--- src/rtl/nw_pkg.sv ---
// Shared constants for the Needleman-Wunsch fill datapath: score format,
// saturation bounds, direction codes, FSM encodings and default scoring.
package nw_pkg;

  localparam int SCORE_W = 9;
  localparam int CALC_W  = 11;

  localparam logic signed [CALC_W-1:0] SAT_MIN_C = -11'sd256;
  localparam logic signed [CALC_W-1:0] SAT_MAX_C = 11'sd255;

  localparam logic [1:0] DIR_DIAG = 2'b00;
  localparam logic [1:0] DIR_UP   = 2'b01;
  localparam logic [1:0] DIR_LEFT = 2'b10;

  localparam logic [2:0] ST_IDLE  = 3'd0;
  localparam logic [2:0] ST_READ  = 3'd1;
  localparam logic [2:0] ST_LATCH = 3'd2;
  localparam logic [2:0] ST_COMP  = 3'd3;
  localparam logic [2:0] ST_WRITE = 3'd4;
  localparam logic [2:0] ST_NEXT  = 3'd5;
  localparam logic [2:0] ST_DONE  = 3'd6;

  localparam int DEF_MATCH    = 1;
  localparam int DEF_MISMATCH = -1;
  localparam int DEF_GAP      = -2;

  function automatic logic signed [CALC_W-1:0] extScore(input logic [SCORE_W-1:0] s);
    return $signed({{(CALC_W-SCORE_W){s[SCORE_W-1]}}, s});
  endfunction

  // Clamp the widened sum back into the 9-bit two's complement range.
  function automatic logic [SCORE_W-1:0] satScore(input logic signed [CALC_W-1:0] v);
    if (v < SAT_MIN_C) begin
      return 9'h100;
    end else if (v > SAT_MAX_C) begin
      return 9'h0FF;
    end else begin
      return v[SCORE_W-1:0];
    end
  endfunction

endpackage

--- src/rtl/nw_cell_max.sv ---
// Combinational cell evaluation: three candidate sums, saturation and a
// priority maximum (diag beats up beats left on ties).
module nw_cell_max
  import nw_pkg::*;
#(
  parameter int MATCH    = DEF_MATCH,
  parameter int MISMATCH = DEF_MISMATCH,
  parameter int GAP      = DEF_GAP
) (
  input  logic [SCORE_W-1:0] diag_i,
  input  logic [SCORE_W-1:0] left_i,
  input  logic [SCORE_W-1:0] up_i,
  input  logic [1:0]         a_char_i,
  input  logic [1:0]         b_char_i,
  output logic [SCORE_W-1:0] max_o,
  output logic [1:0]         dir_o
);

  localparam logic signed [CALC_W-1:0] MATCH_C    = CALC_W'(MATCH);
  localparam logic signed [CALC_W-1:0] MISMATCH_C = CALC_W'(MISMATCH);
  localparam logic signed [CALC_W-1:0] GAP_C      = CALC_W'(GAP);

  logic signed [CALC_W-1:0] dSum, uSum, lSum;
  logic [SCORE_W-1:0]       dSat, uSat, lSat;

  assign dSum = extScore(diag_i) + ((a_char_i == b_char_i) ? MATCH_C : MISMATCH_C);
  assign uSum = extScore(up_i) + GAP_C;
  assign lSum = extScore(left_i) + GAP_C;

  assign dSat = satScore(dSum);
  assign uSat = satScore(uSum);
  assign lSat = satScore(lSum);

  // Compare after clamping so candidates that saturate together tie cleanly.
  always_comb begin
    max_o = lSat;
    dir_o = DIR_LEFT;
    if (($signed(dSat) >= $signed(uSat)) && ($signed(dSat) >= $signed(lSat))) begin
      max_o = dSat;
      dir_o = DIR_DIAG;
    end else if ($signed(uSat) >= $signed(lSat)) begin
      max_o = uSat;
      dir_o = DIR_UP;
    end
  end

endmodule

--- src/rtl/nw_cell_engine.sv ---
// Row-major fill controller for the Needleman-Wunsch score matrix: fetches
// three neighbours, evaluates one cell and writes its score and direction.
module nw_cell_engine
  import nw_pkg::*;
#(
  parameter int N        = 128,
  parameter int MATCH    = DEF_MATCH,
  parameter int MISMATCH = DEF_MISMATCH,
  parameter int GAP      = DEF_GAP,
  localparam int BitAddr = $clog2(N + 1)
) (
  input  logic               clk,
  input  logic               rst,
  input  logic               start,
  input  logic [1:0]         a_char,
  input  logic [1:0]         b_char,
  input  logic               signal,
  input  logic [SCORE_W-1:0] diag,
  input  logic [SCORE_W-1:0] left,
  input  logic [SCORE_W-1:0] up,
  output logic [BitAddr:0]   i,
  output logic [BitAddr:0]   j,
  output logic               en_read,
  output logic               en_counter_3,
  output logic               en_ins,
  output logic               we,
  output logic [SCORE_W-1:0] max,
  output logic [1:0]         dir,
  output logic               dir_we,
  output logic               busy,
  output logic               done
);

  localparam logic [BitAddr:0] IDX_ONE  = (BitAddr + 1)'(1);
  localparam logic [BitAddr:0] IDX_LAST = (BitAddr + 1)'(N);

  logic [2:0]         state_q, state_d;
  logic [BitAddr:0]   i_q, i_d, j_q, j_d;
  logic [SCORE_W-1:0] diag_q, diag_d, left_q, left_d, up_q, up_d;
  logic [SCORE_W-1:0] max_q, max_d;
  logic [1:0]         dir_q, dir_d;
  logic [SCORE_W-1:0] cellMax;
  logic [1:0]         cellDir;

  nw_cell_max #(
    .MATCH    (MATCH),
    .MISMATCH (MISMATCH),
    .GAP      (GAP)
  ) u_cell_max (
    .diag_i   (diag_q),
    .left_i   (left_q),
    .up_i     (up_q),
    .a_char_i (a_char),
    .b_char_i (b_char),
    .max_o    (cellMax),
    .dir_o    (cellDir)
  );

  always_comb begin
    state_d = state_q;
    i_d     = i_q;
    j_d     = j_q;
    diag_d  = diag_q;
    left_d  = left_q;
    up_d    = up_q;
    max_d   = max_q;
    dir_d   = dir_q;
    case (state_q)
      ST_IDLE: begin
        if (start) begin
          i_d     = IDX_ONE;
          j_d     = IDX_ONE;
          state_d = ST_READ;
        end
      end
      ST_READ: begin
        if (signal) state_d = ST_LATCH;
      end
      ST_LATCH: begin
        diag_d  = diag;
        left_d  = left;
        up_d    = up;
        state_d = ST_COMP;
      end
      ST_COMP: begin
        max_d   = cellMax;
        dir_d   = cellDir;
        state_d = ST_WRITE;
      end
      ST_WRITE: state_d = ST_NEXT;
      // Coordinates move here so the sequence RAMs have the whole READ
      // phase to present the new characters before COMP samples them.
      ST_NEXT: begin
        if (j_q < IDX_LAST) begin
          j_d     = j_q + IDX_ONE;
          state_d = ST_READ;
        end else if (i_q < IDX_LAST) begin
          j_d     = IDX_ONE;
          i_d     = i_q + IDX_ONE;
          state_d = ST_READ;
        end else begin
          state_d = ST_DONE;
        end
      end
      ST_DONE: state_d = ST_IDLE;
      default: state_d = ST_IDLE;
    endcase
  end

  always_ff @(posedge clk or negedge rst) begin
    if (!rst) begin
      state_q <= ST_IDLE;
      i_q     <= '0;
      j_q     <= '0;
      diag_q  <= '0;
      left_q  <= '0;
      up_q    <= '0;
      max_q   <= '0;
      dir_q   <= DIR_DIAG;
    end else begin
      state_q <= state_d;
      i_q     <= i_d;
      j_q     <= j_d;
      diag_q  <= diag_d;
      left_q  <= left_d;
      up_q    <= up_d;
      max_q   <= max_d;
      dir_q   <= dir_d;
    end
  end

  // Strobes decode straight from the state register, so an asynchronous
  // reset kills them in the same cycle without any partial pulse.
  assign en_read      = (state_q == ST_READ);
  assign en_counter_3 = (state_q == ST_READ);
  assign en_ins       = (state_q == ST_WRITE);
  assign we           = (state_q == ST_WRITE);
  assign dir_we       = (state_q == ST_WRITE);
  assign done         = (state_q == ST_DONE);
  assign busy         = (state_q != ST_IDLE) && (state_q != ST_DONE);
  assign i            = i_q;
  assign j            = j_q;
  assign max          = max_q;
  assign dir          = dir_q;

endmodule

--- config.mk ---
export PLATFORM = sky130hd
export DESIGN_NAME = nw_cell_engine
export DESIGN_NICKNAME = d
export VERILOG_FILES = /design/src/rtl/nw_pkg.sv /design/src/rtl/nw_cell_max.sv /design/src/rtl/nw_cell_engine.sv
export SDC_FILE = /design/constraint.sdc
export NUM_CORES = 1
export LEC_CHECK = 0
export BUFFER_PORTS_ARGS = -buffer_cell sky130_fd_sc_hd__buf_2
export CAP_MARGIN = 20
export CORE_MARGIN = 2
export CORE_UTILIZATION = 62
export DETAILED_ROUTE_END_ITERATION = 10
export PLACE_DENSITY = 0.91
export RECOVER_POWER = 50
export SLEW_MARGIN = 20
export SYNTH_ARGS = -nofsm -noshare
export SYNTH_HDL_FRONTEND = slang
export SYNTH_HIERARCHICAL = 1
export SYNTH_SLANG_ARGS = --single-unit
--- constraint.sdc ---
create_clock -name clk -period 10.27 [get_ports clk]
set_input_delay 2.054 -clock clk [delete_from_list [all_inputs] [get_ports clk]]
set_output_delay 2.054 -clock clk [all_outputs]
set_load 0.02 [all_outputs]
* After elaboration in Yosys (flattened, before gate mapping)
Cells that the tools add are included.
** Word-level totals
- Bits in registers :: 59
- Word-level logic and storage cells :: 68
** Cells by class
- $add $sub $neg :: 5
- Order comparisons :: 11
- Eq/ne operators :: 13
- Multiplexer cells :: 23
- Reductions and logical operators :: 8
** Operator list (count)
- two-way mux 9 bit :: 13
- one-hot mux 9 bit (2 select lines) :: 2
- greater-than comparator 11 x 9 -> 1 bit, second input constant :: 3
- less-than comparator 11 x 9 -> 1 bit, second input constant :: 3
- greater-or-equal comparator 9 bit :: 3
- adder 9 x 2 -> 10 bit, second input constant :: 2
- adder 9 x 1 -> 9 bit, second input constant :: 2
- less-than comparator 9 x 8 -> 1 bit, second input constant :: 2
- one-hot mux 3 bit (6 select lines) :: 1
- two-way mux 3 bit :: 4
- adder 9 x 11 -> 11 bit :: 1
- two-way mux 11 bit :: 1
- == test 3 bit, second input constant :: 3
- != test 2 bit, second input constant :: 4
- == test 3 x 2 -> 1 bit, second input constant :: 2
- != test 3 bit, second input constant :: 2
- two-way mux 2 bit :: 2
- AND reduction 4 bit :: 1
- == test 3 x 1 -> 1 bit, second input constant :: 1
- zero test 3 bit :: 1
- AND reduction 3 bit :: 1
- nonzero test 3 bit :: 1
- == test 2 bit :: 1
- logical AND 1 bit :: 2
- 2 further kinds :: 2

* Logic depth before layout (Yosys ltp)
- Depth in word-level cells :: 9
- Gate-level depth with buffers :: 19

* By module
The synthesis kept the hierarchy.
** Modules (own cells, without submodules)
- nw_cell_engine :: instances 1, cells an instance 202, area each 2561.2 sq um
- nw_cell_max :: instances 1, cells an instance 261, area each 1989.4 sq um

* Worst setup path after synthesis
No wires, ideal clock.
- Path type :: input-to-reg
- Start :: input b_char[0]
- End :: register max_q[1] (netlist: max[1])
- Setup time :: 0.125 ns
- Arrival time :: 5.621 ns
- Setup slack :: 4.525 ns
- Cell stages on the path :: 15
- Buffers on the path :: 0
- Cell sequence :: xnor2_1 > nand2_1 > fa_1 > a211oi_2 > o21ai_2 > or3_4 > a31oi_4 > a21oi_1 > ha_1 > nor2b_1 > o21ai_1 > a41oi_1 > nor4_2 > mux2_2 > mux2_2
** Between the ends
- Cells in the longest elaborated chain, start to end :: 9
** RTL lines
- start: declaration :: line nw_cell_engine.sv:16 : input logic [1:0] b_char,
- == test 2 bit (*) :: line nw_cell_max.sv:26 : assign dSum = extScore(diag_i) + ((a_char_i == b_char_i) ? MATCH_C : MISMATCH_C);
- two-way mux 11 bit (*) :: line nw_cell_max.sv:26
- adder 9 x 11 -> 11 bit (*) :: line nw_cell_max.sv:26
- greater-than comparator 11 x 9 -> 1 bit :: line nw_pkg.sv:35 : end else if (v > SAT_MAX_C) begin
- two-way mux 9 bit :: line nw_pkg.sv:35
- two-way mux 9 bit (*) :: line nw_pkg.sv:33 : if (v < SAT_MIN_C) begin
- greater-or-equal comparator 9 bit :: line nw_cell_max.sv:38 : if (($signed(dSat) >= $signed(uSat)) && ($signed(dSat) >= $signed(lSat))) begin
- logical AND 1 bit :: line nw_cell_max.sv:38
- two-way mux 9 bit (*) :: line nw_cell_max.sv:38
- named net cellMax[1] :: line nw_cell_engine.sv:42 : logic [SCORE_W-1:0] cellMax;
- end signal: assignment :: line nw_cell_engine.sv:127 : max_q <= max_d;
- end: declaration :: line nw_cell_engine.sv:40 : logic [SCORE_W-1:0] max_q, max_d;
Mark *: on every way through the listed nets, which the timed path passes. The rest lies on a longest branch.
A chain may end at the register's enable or synchronous reset.

* Final worst setup path
- Start :: input b_char[0]
- End :: register max_q[4] (netlist: max[4])
Same word-level chain as after synthesis.

==> metrics.txt <==
# TYPE chip_impl_metric gauge
chip_impl_info{name="outcome",value="finished, violations left"} 1
chip_impl_info{name="failing_checks",value="capacitance limit, slew limit"} 1
chip_impl_metric{name="ant_nets",unit=""} 0
chip_impl_metric{name="synth_fp_nets",unit=""} 539
chip_impl_metric{name="die_h",unit="um"} 89.7
chip_impl_metric{name="finalSetupTns",unit="ps"} 0
chip_impl_metric{name="clk_path_buf_depth",unit=""} 2
chip_impl_metric{name="hold_ws",unit="ps"} 503
chip_impl_metric{name="initial_utilization",unit="%"} 63.4
chip_impl_metric{name="finalNetCount",unit=""} 605
chip_impl_info{name="startpoint_type",value="primary input"} 1
chip_impl_metric{name="final_layout_size_suffix_gt1_share",unit="%"} 30.1
chip_impl_info{name="worstSetupStartpoint",value="b_char[0]"} 1
chip_impl_metric{name="finalWeightedCongestion",unit=""} 0.860
chip_impl_info{name="layout.cells.most_common",value="buf_2"} 1
chip_impl_metric{name="synth_area_per_cell",unit="um2"} 9.83
chip_impl_metric{name="core-area",unit="um2"} 7180
chip_impl_metric{name="cts-htree-levels",unit=""} 3
chip_impl_metric{name="areaGrowthSynthToFinish",unit="%"} 13.1
chip_impl_metric{name="post_cts_resize_count",unit=""} 0
chip_impl_metric{name="number_of_global_route_vias_before_repair",unit=""} 3562
chip_impl_metric{name="vias_per_cell",unit=""} 5.95
chip_impl_metric{name="fp.dieW",unit="um"} 89.7
chip_impl_metric{name="synth-seq-cells",unit=""} 59
chip_impl_metric{name="crit_fanout",unit=""} 14
chip_impl_info{name="yosys_most_used_dff",value="dfrtp_1"} 1
chip_impl_metric{name="synth_cell_type_count",unit=""} 76
chip_impl_metric{name="relSlewSlack",unit="%"} -110
chip_impl_metric{name="antenna_found_initial",unit=""} 0
chip_impl_metric{name="grt_util_all_layers",unit="%"} 26.3
chip_impl_info{name="timing.critical_path.cells",value="buf_2 -> xnor2_1 -> nand2_1 -> ha_1 -> a21o_2 -> a21oi_1 -> nor2_1 -> o31ai_2 -> a21oi_1 -> ha_1 -> nor2b_1 -> o21ai_1 -> a41oi_1 -> nor4_4 -> mux2_2 -> mux2_2"} 1
chip_impl_info{name="final_cell_mix",value="69 x buf_2, 59 x dfrtp_1, 46 x mux2_2"} 1
chip_impl_metric{name="synth_cells",unit=""} 463
chip_impl_metric{name="cts.sinks",unit=""} 59
chip_impl_info{name="worst_hold_class",value="reg2reg"} 1
chip_impl_metric{name="grt_max_degree",unit=""} 60
chip_impl_info{name="setup_repair_after_global_routing_missed_its_margin",value="false"} 1
chip_impl_metric{name="max_cap_violations",unit=""} 1
chip_impl_metric{name="via_count",unit=""} 3765
chip_impl_metric{name="detail_route.iter0.violations",unit=""} 142
chip_impl_metric{name="top_level_port_count",unit=""} 71
chip_impl_metric{name="finalWorstPathRequiredPeriod",unit="ps"} 6300
chip_impl_metric{name="num-fill-cells",unit=""} 529
chip_impl_info{name="critical_path.reg2reg.startpoint",value="diag_q[0]$_DFFE_PN0P_"} 1
chip_impl_metric{name="async_reset_ff_share",unit="%"} 100
chip_impl_info{name="critPathCaptureType",value="flop"} 1
chip_impl_metric{name="ys_warn_count",unit=""} 6
chip_impl_metric{name="required",unit="ps"} 10490
chip_impl_metric{name="avgRoutedWirePerCell",unit="um"} 16.1
chip_impl_metric{name="buffer_ports.inserted",unit=""} 70
chip_impl_info{name="ctsRootBufferMaster",value="clkbuf_8"} 1
chip_impl_metric{name="cpPeakStageDelay",unit="ps"} 730
chip_impl_metric{name="drc_viols",unit=""} 0
chip_impl_metric{name="postPlaceCellArea",unit="um2"} 4930
chip_impl_metric{name="ff2ff_path_depth",unit=""} 13
chip_impl_metric{name="finalSetupViolCount",unit=""} 0
chip_impl_metric{name="synth.cell_area",unit="um2"} 4550
chip_impl_info{name="critical_path_class",value="in2reg"} 1
chip_impl_metric{name="fin_worst_skew",unit="ps"} 12.9
chip_impl_metric{name="grt_pass1_wl",unit="mm"} 16.4
chip_impl_metric{name="drt_wl_total",unit="mm"} 10.2
chip_impl_metric{name="diodes",unit=""} 0
chip_impl_info{name="hp-start",value="max[8]$_DFFE_PN0N_"} 1
chip_impl_metric{name="worstMarginPinSlew",unit="ps"} 3150
chip_impl_metric{name="worstHoldPathCells",unit=""} 1
chip_impl_metric{name="clk_pin_slew",unit="ps"} 70
chip_impl_metric{name="cts_setup_buffers",unit=""} 0
chip_impl_metric{name="clock_latency",unit="ps"} 340
chip_impl_metric{name="postLayoutCellArea",unit="um2"} 5150
chip_impl_metric{name="drv_slew",unit=""} 60
chip_impl_metric{name="synth_edf_count",unit=""} 0
chip_impl_metric{name="globalRoute.totalOverflow",unit=""} 0
chip_impl_metric{name="tritoncts.num_buffers",unit=""} 9
chip_impl_metric{name="share_of_synthesized_area_occupied_by_flip_flops_and_latches",unit="%"} 32.4
chip_impl_info{name="cts_tree",value="done"} 1
chip_impl_metric{name="postCtsHoldBufs",unit=""} 0
chip_impl_metric{name="hpwl",unit="mm"} 7.76
chip_impl_metric{name="drt-pass1-iter-count",unit=""} 5
chip_impl_metric{name="placement_rows",unit=""} 31
chip_impl_metric{name="worstPathArrival",unit="ps"} 6520
chip_impl_info{name="critical_path.slowest_cell",value="nor4_4"} 1
chip_impl_metric{name="fmax",unit="GHz"} 0.159
chip_impl_metric{name="finalCritPeriodShare",unit="%"} 61.3
chip_impl_metric{name="hold_viol_final",unit=""} 0
chip_impl_metric{name="die_area",unit="um2"} 8040
## area by class of cell
| class | instances | area, um2 | area share, % |
|---|---|---|---|
| Clock inverter | 3 | 45.0 | 0.875 |
| Inverter | 30 | 113 | 2.19 |
| Tap cell | 99 | 124 | 2.41 |
| Sequential cell | 59 | 1480 | 28.7 |
| Clock buffer | 13 | 169 | 3.28 |
| Multi-Input combinational cell | 357 | 2860 | 55.6 |
| Timing Repair Buffer | 72 | 357 | 6.93 |
## flip-flops by register name (all words and copies together), names as in the netlist
signal,flops
dir,2
left_q,9
state_q,3
j,9
i,9
diag_q,9
up_q,9
max,9
## worst max-delay path: cells and delay by family
kind                     cells  cell delay [ps]
adder cells (fa/ha/maj)      2              850
multiplexers                 2              670
buffers and inverters        1              100
AO/OA/AOI/OAI                6             1530
AND/OR/NAND/NOR              4             1150
XOR/XNOR                     1              150
## metal layers
layer	GRT usage (%)	share of wire, %	up-vias
met3	4.66	5.1	20
met1	33.8	44	1795
met5	0	0	-
li1	-	-	1828
met2	44.5	49	122
met4	9.50	2.0	0
## path summary, 6_finish.rpt
path,end,slack (ps)
setup / recovery,max[4]$_DFFE_PN0N_,3970
hold / removal,max[8]$_DFFE_PN0N_,500
setup reg to reg,max[4]$_DFFE_PN0N_,5860
hold reg to reg,max[8]$_DFFE_PN0N_,500
max in group asynchronous,diag_q[3]$_DFFE_PN0P_,5640
min in group asynchronous,max[2]$_DFFE_PN0N_,2850
## stage by stage
step | setup slack [ps] | cells | util [%]
floorplan | 4520 | 463 | -
finish | 3970 | 633 | 71.7
detailed placement | 3400 | 617 | 68.8
global route | 3680 | 633 | 71.7
global placement | 3670 | 617 | 68.8
CTS | 3760 | 633 | 71.7
## logic make-up (layout without fill, tap and decap cells)
group / after synthesis / count (layout) / synth area share [%]
AO/OA/AOI/OAI: 109 / 109 / 17.9
multiplexers: 55 / 55 / 13.4
XOR/XNOR: 11 / 11 / 2.12
flip-flops: 59 / 59 / 32.4
buffers and inverters: 47 / 118 / 4.81
AND/OR/NAND/NOR: 141 / 141 / 17.9
adder cells (fa/ha/maj): 41 / 41 / 11.4
## synthesized netlist by cell type (4+ instances only)
| master | instances | share of area (%) |
|---|---|---|
| buf_2 | 5 | 0.55 |
| dfrtp_1 | 59 | 32 |
| xnor2_1 | 7 | 1.3 |
| buf_4 | 5 | 0.82 |
| a21o_1 | 6 | 0.99 |
| and3_1 | 4 | 0.55 |
| a21oi_1 | 23 | 2.5 |
| mux2_2 | 46 | 11 |
| xor2_1 | 4 | 0.77 |
| mux2i_1 | 9 | 2.0 |
| nand3_1 | 14 | 1.5 |
| o21ai_0 | 19 | 2.1 |
| nor2_1 | 30 | 2.5 |
| or3_1 | 8 | 1.1 |
| nand2b_1 | 4 | 0.55 |
| clkbuf_1 | 5 | 0.41 |
| ha_1 | 40 | 11 |
| inv_1 | 30 | 2.5 |
| nor2b_1 | 7 | 0.96 |
| o21a_1 | 6 | 0.99 |
| a31oi_1 | 4 | 0.55 |
| a211oi_1 | 8 | 1.3 |
| nand4_1 | 4 | 0.55 |
| o22ai_1 | 6 | 0.82 |
| nand2_1 | 25 | 2.1 |
| nor3_1 | 8 | 0.88 |
Power is left out: the tool's default activity adds up to more than one toggle a clock period on the data nets, which glitch-free logic cannot reach.
